## src/rtl/mii_tx_arbiter.sv

```systemverilog
// Round-robin arbiter sharing the MII transmit path between two byte-stream
// frame sources: prepends preamble/SFD, sends nibbles low-first, enforces IFG.
module mii_tx_arbiter #(
    parameter int IFG_NIBBLES = 24,
    parameter int MAX_BYTES   = 1522
) (
    input  logic       i_clk,
    input  logic       i_res,
    input  logic       i_req0,
    input  logic [7:0] i_data0,
    input  logic       i_last0,
    output logic       o_gnt0,
    output logic       o_rd0,
    input  logic       i_req1,
    input  logic [7:0] i_data1,
    input  logic       i_last1,
    output logic       o_gnt1,
    output logic       o_rd1,
    output logic       o_mii_tx_en,
    output logic [3:0] o_mii_txd,
    output logic       o_busy,
    output logic       o_err
);

    localparam int CNT_W = (IFG_NIBBLES > 16) ? $clog2(IFG_NIBBLES) : 4;

    typedef enum logic [2:0] {
        IDLE,
        PRE,
        SFD,
        DATA_LO,
        DATA_HI,
        IFG
    } state_t;

    state_t           state, state_nx;
    logic [CNT_W-1:0] cnt, cnt_nx;
    logic             sel, sel_nx;
    logic             ptr, ptr_nx;
    logic [7:0]       data_q;
    logic             last_q;
    logic             trunc_q;
    logic             final_q;
    logic [10:0]      byte_cnt;

    logic             tx_en_nx;
    logic [3:0]       txd_nx;
    logic             rd_nx;
    logic             err_nx;
    logic [7:0]       src_data;
    logic             src_last;

    assign src_data = sel ? i_data1 : i_data0;
    assign src_last = sel ? i_last1 : i_last0;

    // Next state plus the next value of every registered output.
    always_comb begin
        state_nx = state;
        cnt_nx   = cnt;
        sel_nx   = sel;
        ptr_nx   = ptr;

        case (state)
            IDLE: begin
                if (i_req0 || i_req1) begin
                    sel_nx   = (i_req0 && i_req1) ? ptr : i_req1;
                    state_nx = PRE;
                    cnt_nx   = '0;
                end
            end
            PRE: begin
                if (cnt == CNT_W'(14)) begin
                    state_nx = SFD;
                end else begin
                    cnt_nx = cnt + 1'b1;
                end
            end
            SFD:     state_nx = DATA_LO;
            DATA_LO: state_nx = DATA_HI;
            DATA_HI: begin
                if (final_q) begin
                    state_nx = IFG;
                    cnt_nx   = '0;
                    ptr_nx   = ~sel;
                end else begin
                    state_nx = DATA_LO;
                end
            end
            IFG: begin
                if (cnt == CNT_W'(IFG_NIBBLES - 1)) begin
                    state_nx = IDLE;
                end else begin
                    cnt_nx = cnt + 1'b1;
                end
            end
            default: state_nx = IDLE;
        endcase

        tx_en_nx = (state_nx == PRE) || (state_nx == SFD) ||
                   (state_nx == DATA_LO) || (state_nx == DATA_HI);

        case (state_nx)
            PRE:     txd_nx = 4'h5;
            SFD:     txd_nx = 4'hD;
            DATA_LO: txd_nx = data_q[3:0];
            DATA_HI: txd_nx = data_q[7:4];
            default: txd_nx = 4'h0;
        endcase

        // Byte 0 is fetched in the last preamble cycle; later bytes while the
        // previous byte's low nibble is on the wire.
        rd_nx  = ((state_nx == PRE) && (cnt_nx == CNT_W'(14))) ||
                 ((state_nx == DATA_LO) && !last_q);
        err_nx = (state == DATA_LO) && last_q && trunc_q;
    end

    always_ff @(posedge i_clk) begin
        if (i_res) begin
            state       <= IDLE;
            cnt         <= '0;
            sel         <= 1'b0;
            ptr         <= 1'b0;
            data_q      <= '0;
            last_q      <= 1'b0;
            trunc_q     <= 1'b0;
            final_q     <= 1'b0;
            byte_cnt    <= '0;
            o_mii_tx_en <= 1'b0;
            o_mii_txd   <= 4'h0;
            o_gnt0      <= 1'b0;
            o_gnt1      <= 1'b0;
            o_rd0       <= 1'b0;
            o_rd1       <= 1'b0;
            o_busy      <= 1'b0;
            o_err       <= 1'b0;
        end else begin
            state       <= state_nx;
            cnt         <= cnt_nx;
            sel         <= sel_nx;
            ptr         <= ptr_nx;
            o_mii_tx_en <= tx_en_nx;
            o_mii_txd   <= txd_nx;
            o_gnt0      <= tx_en_nx & ~sel_nx;
            o_gnt1      <= tx_en_nx & sel_nx;
            o_rd0       <= rd_nx & ~sel_nx;
            o_rd1       <= rd_nx & sel_nx;
            o_busy      <= (state_nx != IDLE);
            o_err       <= err_nx;

            // A byte is latched on every cycle its read strobe is high.
            if (state == IDLE) begin
                byte_cnt <= '0;
            end else if (o_rd0 || o_rd1) begin
                data_q   <= src_data;
                byte_cnt <= byte_cnt + 1'b1;
                if (byte_cnt == 11'(MAX_BYTES - 1)) begin
                    last_q  <= 1'b1;
                    trunc_q <= ~src_last;
                end else begin
                    last_q  <= src_last;
                    trunc_q <= 1'b0;
                end
            end

            if (state == DATA_LO) begin
                final_q <= last_q;
            end
        end
    end

endmodule

```

## config.mk

```make
export PLATFORM = sky130hd
export DESIGN_NAME = mii_tx_arbiter
export DESIGN_NICKNAME = d
export VERILOG_FILES = /design/src/rtl/mii_tx_arbiter.sv
export SDC_FILE = /design/constraint.sdc
export NUM_CORES = 1
export LEC_CHECK = 0
export CAP_MARGIN = 5
export CORE_AREA = 2 2 70 72
export DETAILED_ROUTE_END_ITERATION = 12
export DIE_AREA = 0 0 72 74
export PLACE_DENSITY = 0.84
export SLEW_MARGIN = 20
export SYNTH_ARGS = -nofsm -noshare
export SYNTH_HDL_FRONTEND = slang
export SYNTH_SLANG_ARGS = --single-unit
```

## constraint.sdc

```tcl
create_clock -name i_clk -period 1.7 [get_ports i_clk]
set_input_delay 0.425 -clock i_clk [delete_from_list [all_inputs] [get_ports i_clk]]
set_output_delay 0.425 -clock i_clk [all_outputs]
set_load 0.005 [all_outputs]
```

==> impl_results.md, run 1 <==
* Outcome: finished with violations
* Failing checks: setup timing
* # IOs at 33
* Required time of the critical path at 1.92 ns
* Min Tclk post-route at 1.77 ns
* Sw power at 0.000455 W
* CTS tree: yes
* Num CTS Buffers at 5
* Prevailing post-synth register cell: dfxtp_1
* R2r startpoint: cnt[0]
* Hold worst-path end: o_err
* Die Span X at 72 um
* CTS Hold Bufs at 0
* Synth Register Bits at 43
* DRT Pass-1 Iters at 4
* Post-Syn Area per Cell at 9.02 um^2
* Gr ovfl total at 0
* Bufs on Longest Clock Path at 2
* Worst-Skew Late Latency at 0.30 ns
* Largest net degree at the start of global routing at 33
* Number of synthesized flops with an enable pin at 0
* Pwr dens at 671 nW/um^2
* Sw frac at 22.9%
* Syn_nets at 263
* Htree depth at 2
* R2R Setup Slk at -0.07 ns
* Antenna violations before repair at 0
* P_int at 0.00153 W
* Most area-consuming cells after synthesis: dfxtp_1, nor2_1, mux2i_1
* Worst r2r path cells at 7
* Buffers on Ports at 32
* Type of origin of the critical path: register
* Vias post-DR at 1988
* Post-DP HPWL at 3790 um
* Max rail drop VDD at 0.000447 V
* Yosys warning count at 0
* Die area at 5330 um^2
* Share of cells above drive strength 1 at 25.7%
* RSZ-0062 raised after global routing: true
* Antenna Cells at 0
* P&R area growth vs syn at 38.2%
* # fillers at 364
* Post-synthesis sequential area ratio at 40.3%
* Clock power share at 36.1%
* Worst setup margin at -0.0682 ns
* Combinational power share at 11.8%
* First-pass GRT wire length at 8920 um
* Max Freq at 566 MHz
* Leakage at 1.09 nW
* Fin crit share at 104%
* Detailed-route DRC error count at 0
* Worst reg2reg endpoint: o_gnt0
* Number of max-cap violations at 0
* Share of the synthesized area in the top cell type at 40.3%
* Flop pwr share at 52.1%
* Final #Nets at 326
* Final WL at 5530 um
* Die Span Y at 74 um
* Crit Path Category: register to register
* Top delay family on crit path: compound AO/OA/AOI/OAI gates
* Critical path cell sequence: inv_4, ha_4, and4bb_2, o211ai_4, a311oi_4, o21a_1, nor3b_2
* Worst-Margin Slew at 0.421 ns
* Hold_ws at 0.459 ns
* Vias/cell at 5.62
* Hold crit path type: register to register
* Std cell rows at 25
* Slowest CP cell: dfxtp_4
* Vias in the first global route at 1933
* Core area at 4600 um^2
* Hold depth at 2
* Starting Density at 46.5%
* CTS Root Cell: clkbuf_8
* Top-count cell post-synth: dfxtp_1
* GRT Total Usage at 21.7%
* Mapped Cells at 237
* Finish-stage setup viols at 4
* Hold Fails Final Rpt at 0
* DRT iter0 DRCs at 198
* Fraction of registers with async set/reset at 0%
* Mapped Area at 2140 um^2
* Hold path start: trunc_q
* GPL Wtd Cong at 0.907
* CP Max Fanout at 4
* Routed Antenna Nets at 0
* Skew final at 0.0104 ns
* CP endpoint kind: register
* Leading area contributor after synthesis: dfxtp_1
* Wire per inst at 15.6 um
* Final Util at 64.2%
* Crit path largest cell delay at 0.39 ns
* Post-synth cell types at 60
* Slew Viols, Final at 0
* Sink Count at 43
* Slew HR at 71.6%
* Clk slew on worst S/H paths at 0.08 ns
* CP bufs+invs at 1
* Top post-synthesis cells by count: dfxtp_1, nor2_1, nand2_1, a211oi_1, mux2i_1
* CP Data Arrival Time at 1.99 ns
## stage by stage
step / std cells / power (W) / setup slack [ns] / area (um^2) / setup TNS (ns)
2_1_floorplan: 237 / 0.00114 / 0.0347 / 2140 / 0
3_3_place_gp: 338 / 0.00126 / -0.360 / 2690 / -2.28
3_5_place_dp: 338 / 0.00127 / -0.391 / 2690 / -2.71
4_1_cts: 350 / 0.00197 / -0.0203 / 2880 / -0.0481
5_1_grt: 354 / 0.00204 / -0.117 / 2950 / -0.399
6_report: 354 / 0.00198 / -0.0682 / 2950 / -0.204
## registers in the layout, summed over array words and instances (netlist names)
register / cells
o_err: 1
byte_cnt: 11
ptr: 1
o_gnt1: 1
trunc_q: 1
final_q: 1
sel: 1
o_rd1: 1
o_mii_tx_en: 1
o_busy: 1
data_q: 8
last_q: 1
cnt: 5
state: 3
o_gnt0: 1
o_rd0: 1
o_mii_txd: 4
## metal layers
metal  part of all wire [%]  vias to the layer above  routed length [um]  GRT usage [%]
met2                     51                       61                2810           36.9
met4                    3.9                        0                 218           13.4
met3                    4.5                       23                 250           4.47
li1                       -                      972                   -              -
met1                     41                      932                2250           25.2
met5                      0                        -                   0              0
## cell type report
| type | count | area (um^2) | share of cell area [%] |
|---|---|---|---|
| Clock buffer | 7 | 97.6 | 3.30 |
| Inverter | 5 | 21.3 | 0.720 |
| Multi-Input combinational cell | 176 | 1290 | 43.5 |
| Sequential cell | 43 | 873 | 29.6 |
| Tap cell | 54 | 67.6 | 2.29 |
| Timing Repair Buffer | 69 | 608 | 20.6 |
## power by group through the flow
stage          clock [W]  sequential [W]  combinational (W)
2_1_floorplan          0         0.00106          0.0000856
3_3_place_gp           0         0.00105           0.000208
6_report        0.000715         0.00103           0.000235
4_1_cts         0.000721         0.00103           0.000222
3_5_place_dp           0         0.00106           0.000211
5_1_grt         0.000762         0.00103           0.000249
## cells in the final DEF, fill, tap and decap left out, drive strengths merged, types with 2 or more instances in the layout
cell	Yosys	routed
nand2	19	19
nand3	4	4
o21ai	5	5
nor2	39	39
nor2b	4	4
mux2i	9	9
a31oi	3	3
dfxtp	43	43
buf	7	37
ha	4	4
nand4b	3	3
or3	2	2
and4bb	2	2
dlygate4sd2	0	2
a311oi	2	2
clkbuf	6	7
o21a	3	3
nand2b	6	6
a22oi	2	2
nor4	3	3
clkdlybuf4s50	0	30
or2	2	2
a211oi	12	12
xnor2	5	5
and4b	2	2
nor3	6	6
and3	6	6
a21oi	7	7
inv	5	5
a41oi	2	2
o211ai	3	3
nor3b	2	2
xor2	5	5
## tightest hold or removal path: cells and delay by family, from the launching register on
| family | cells | cell delay (ns) |
|---|---|---|
| DFF | 1 | 0.31 |
| and+or+nand+nor | 2 | 0.11 |
## kinds of logic (layout without fill, tap and decap cells)
kind of cell    Yosys count  in the layout  synth area share, %
simple gates            107            107                 27.3
compound gates           45             45                 17.3
flops                    43             43                 40.3
buf+inv                  18             81                 3.98
xor+xnor                 10             10                 4.10
mux                      10             10                 4.74
fa+ha+maj                 4              4                 2.34
## worst max path at each step
stage | start | slack, ns | depth (start not counted) | endpoint
2_1_floorplan | cnt[0] | 0.03 | 7 | o_rd1
3_3_place_gp | i_req1 | -0.36 | 6 | o_rd0
3_5_place_dp | i_req1 | -0.39 | 6 | o_rd1
4_1_cts | cnt[0] | -0.02 | 6 | o_gnt0
5_1_grt | cnt[0] | -0.12 | 8 | o_rd0
6_report | cnt[0] | -0.07 | 7 | o_gnt0
## repair_timing
item,4_1_cts,5_1_grt
endpoints found under the setup margin,6,17
endpoints found under the hold margin,0,0
cloned,0,0
resized for setup,16,10
pin swaps,11,8
buffers inserted,5,4
No activity file was read; power rests on OpenSTA's default activity.
==> run 2: changes to the inputs <==
--- a/config.mk
+++ b/config.mk
@@ -6,10 +6,11 @@
 export NUM_CORES = 1
 export LEC_CHECK = 0
 export CAP_MARGIN = 5
-export CORE_AREA = 2 2 70 72
+export CORE_AREA = 2 2 65 67
 export DETAILED_ROUTE_END_ITERATION = 12
-export DIE_AREA = 0 0 72 74
-export PLACE_DENSITY = 0.84
+export DIE_AREA = 0 0 67 69
+export HOLD_SLACK_MARGIN = 0.12
+export PLACE_DENSITY = 0.91
 export SLEW_MARGIN = 20
 export SYNTH_ARGS = -nofsm -noshare
 export SYNTH_HDL_FRONTEND = slang
==> constraint.sdc (replaced) <==
create_clock -name i_clk -period 2.1 [get_ports i_clk]
set_input_delay 0.525 -clock i_clk [delete_from_list [all_inputs] [get_ports i_clk]]
set_output_delay 0.525 -clock i_clk [all_outputs]
set_load 0.005 [all_outputs]
==> run 2 against run 1 <==
  * The run now ends clean
  * Cell count decreased by 8.5%
  * Routed wire length decreased by 13%
  * Cell area decreased by 11%
  * Utilization increased by 3.2 points
  * Sequential power decreased by 18%
  * Global-route usage increased by 0.57 points
==> impl_results.md, run 2 (same netlist as run 1, synthesis figures left out) <==
* P&R area growth vs syn at 23.5%
* DRT Pass-1 Iters at 4
* GPL Wtd Cong at 1.00
* Combinational power share at 9.2%
* Most frequent cells in the layout: dfxtp_1, nor2_1, clkdlybuf4s50_1
* Slew HR at 59.8%
* Finish-stage setup viols at 0
* CP Max Fanout at 4
* CTS Root Cell: clkbuf_8
* Max rail drop VDD at 0.000407 V
* Hold Fails Final Rpt at 0
* Final Util at 67.5%
* CP Data Arrival Time at 2.14 ns
* Die area at 4620 um^2
* Fin crit share at 92.1%
* Leakage at 0.944 nW
* Sink Count at 43
* Footprint of the multi-input gates at 1190 um^2
* Clock power share at 38.4%
* Skew final at 0.00942 ns
* Final #Nets at 300
* Worst setup margin at 0.165 ns
* Setup WS pre-CTS at -0.159 ns
* Core area at 3910 um^2
* Type of origin of the critical path: primary input
* Vias/cell at 5.62
* Std cell rows at 23
* Htree depth at 2
* Required time of the critical path at 2.31 ns
* Placed cell area at 2540 um^2
* Die Span Y at 69 um
* Gr ovfl total at 0
* Antenna Cells at 0
* Top Registers: byte_cnt (11), data_q (8), cnt (5)
* Max reg flops at 11
* Crit Path Category: primary input to register
* Die Span X at 67 um
* Worst-Skew Late Latency at 0.30 ns
* Max Freq at 517 MHz
* Hold crit path type: register to register
* GRT Total Usage at 22.2%
* Most flops, register: byte_cnt
* Leading cell type in the layout, fill and taps excluded: dfxtp_1
* Outcome: complete, no violations
* Final cell count without fillers at 324
* CTS tree: yes
* Final WL at 4830 um
* R2R Setup Slk at 0.21 ns
* Share of cells above drive strength 1 at 12.8%
* DRT iter0 DRCs at 107
* CP endpoint kind: register
* First-pass GRT wire length at 7880 um
* Largest net degree at the start of global routing at 24
* Hold_ws at 0.444 ns
* Dpl cells at 317
* Wire per inst at 14.9 um
* Vias in the first global route at 1754
* # IOs at 33
* Post-DP HPWL at 3560 um
* # resized after CTS at 0
* P_int at 0.00126 W
* Finished Cell Area at 2640 um^2
* Post-CTS setup buffer count at 0
* Pwr dens at 608 nW/um^2
* Num CTS Buffers at 5
* Reg area at 861 um^2
* Antenna violations before repair at 0
* Routed Antenna Nets at 0
* # fillers at 329
* Starting Density at 54.6%
* Number of max-cap violations at 0
* Min Tclk post-route at 1.94 ns
* CTS Hold Bufs at 0
* Bufs on Longest Clock Path at 2
* Slew Viols, Final at 0
* Clk slew on worst S/H paths at 0.08 ns
* Sw power at 0.000344 W
* Buffers on Ports at 32
* Sw frac at 21.4%
* Vias post-DR at 1821
* Flop pwr share at 52.4%
* Detailed-route DRC error count at 0
* RSZ-0062 raised after global routing: false
* Worst-Margin Slew at 0.602 ns
[run 2: changes by cell type in the layout (fill, tap and decap cells not counted), sizes merged]
cell | previous run | this run
bufinv | 0 | 1
dlygate4sd2 | 2 | 0
buf | 37 | 11
clkbuf | 7 | 6
clkdlybuf4s50 | 30 | 32
[run 2: cell type report]
class                   count  share of cell area (%)
clock buffers               6                    2.75
clock inverters             1                    1.14
inverters                   5                   0.711
multi-input cells         176                    45.2
flip-flops and latches     43                    32.6
well taps                  50                    2.37
repair buffers             43                    15.3
[run 2: worst max-delay path: stages]
cell,delay (ns)
clkdlybuf4s50_1,0.47
or3_4,0.40
nand3_2,0.09
and4bb_1,0.23
a41oi_2,0.15
nor4_2,0.28
[run 2: routing by layer]
metal	wire, um	GRT usage, %	share of wire [%]
met1	2040	25.4	42
met5	0	0	0
met2	2470	37.0	51
met4	131	10.7	2.7
met3	180	6.69	3.7
[run 2: worst paths after layout]
kind,cells after the start,end,start
worst min register to register,2,o_err,trunc_q
worst max-delay path,6,o_rd1,i_req1
worst max register to register,7,o_gnt0,cnt[0]
worst min-delay path,2,o_err,trunc_q
[run 2: power groups by stage]
| stage | Clock (W) | Sequential, W | Combinational, W |
|---|---|---|---|
| floorplan | 0 | 0.000855 | 0.0000692 |
| global placement | 0 | 0.000860 | 0.000144 |
| detailed placement | 0 | 0.000860 | 0.000147 |
| CTS | 0.000634 | 0.000841 | 0.000147 |
| global route | 0.000660 | 0.000843 | 0.000158 |
| finish | 0.000617 | 0.000842 | 0.000147 |
[run 2: metrics by stage]
step,total power [W],setup TNS (ns)
6_report,0.00161,0
5_1_grt,0.00166,0
4_1_cts,0.00162,0
3_5_place_dp,0.00101,-0.362
3_3_place_gp,0.00100,-0.122
2_1_floorplan,0.000924,0
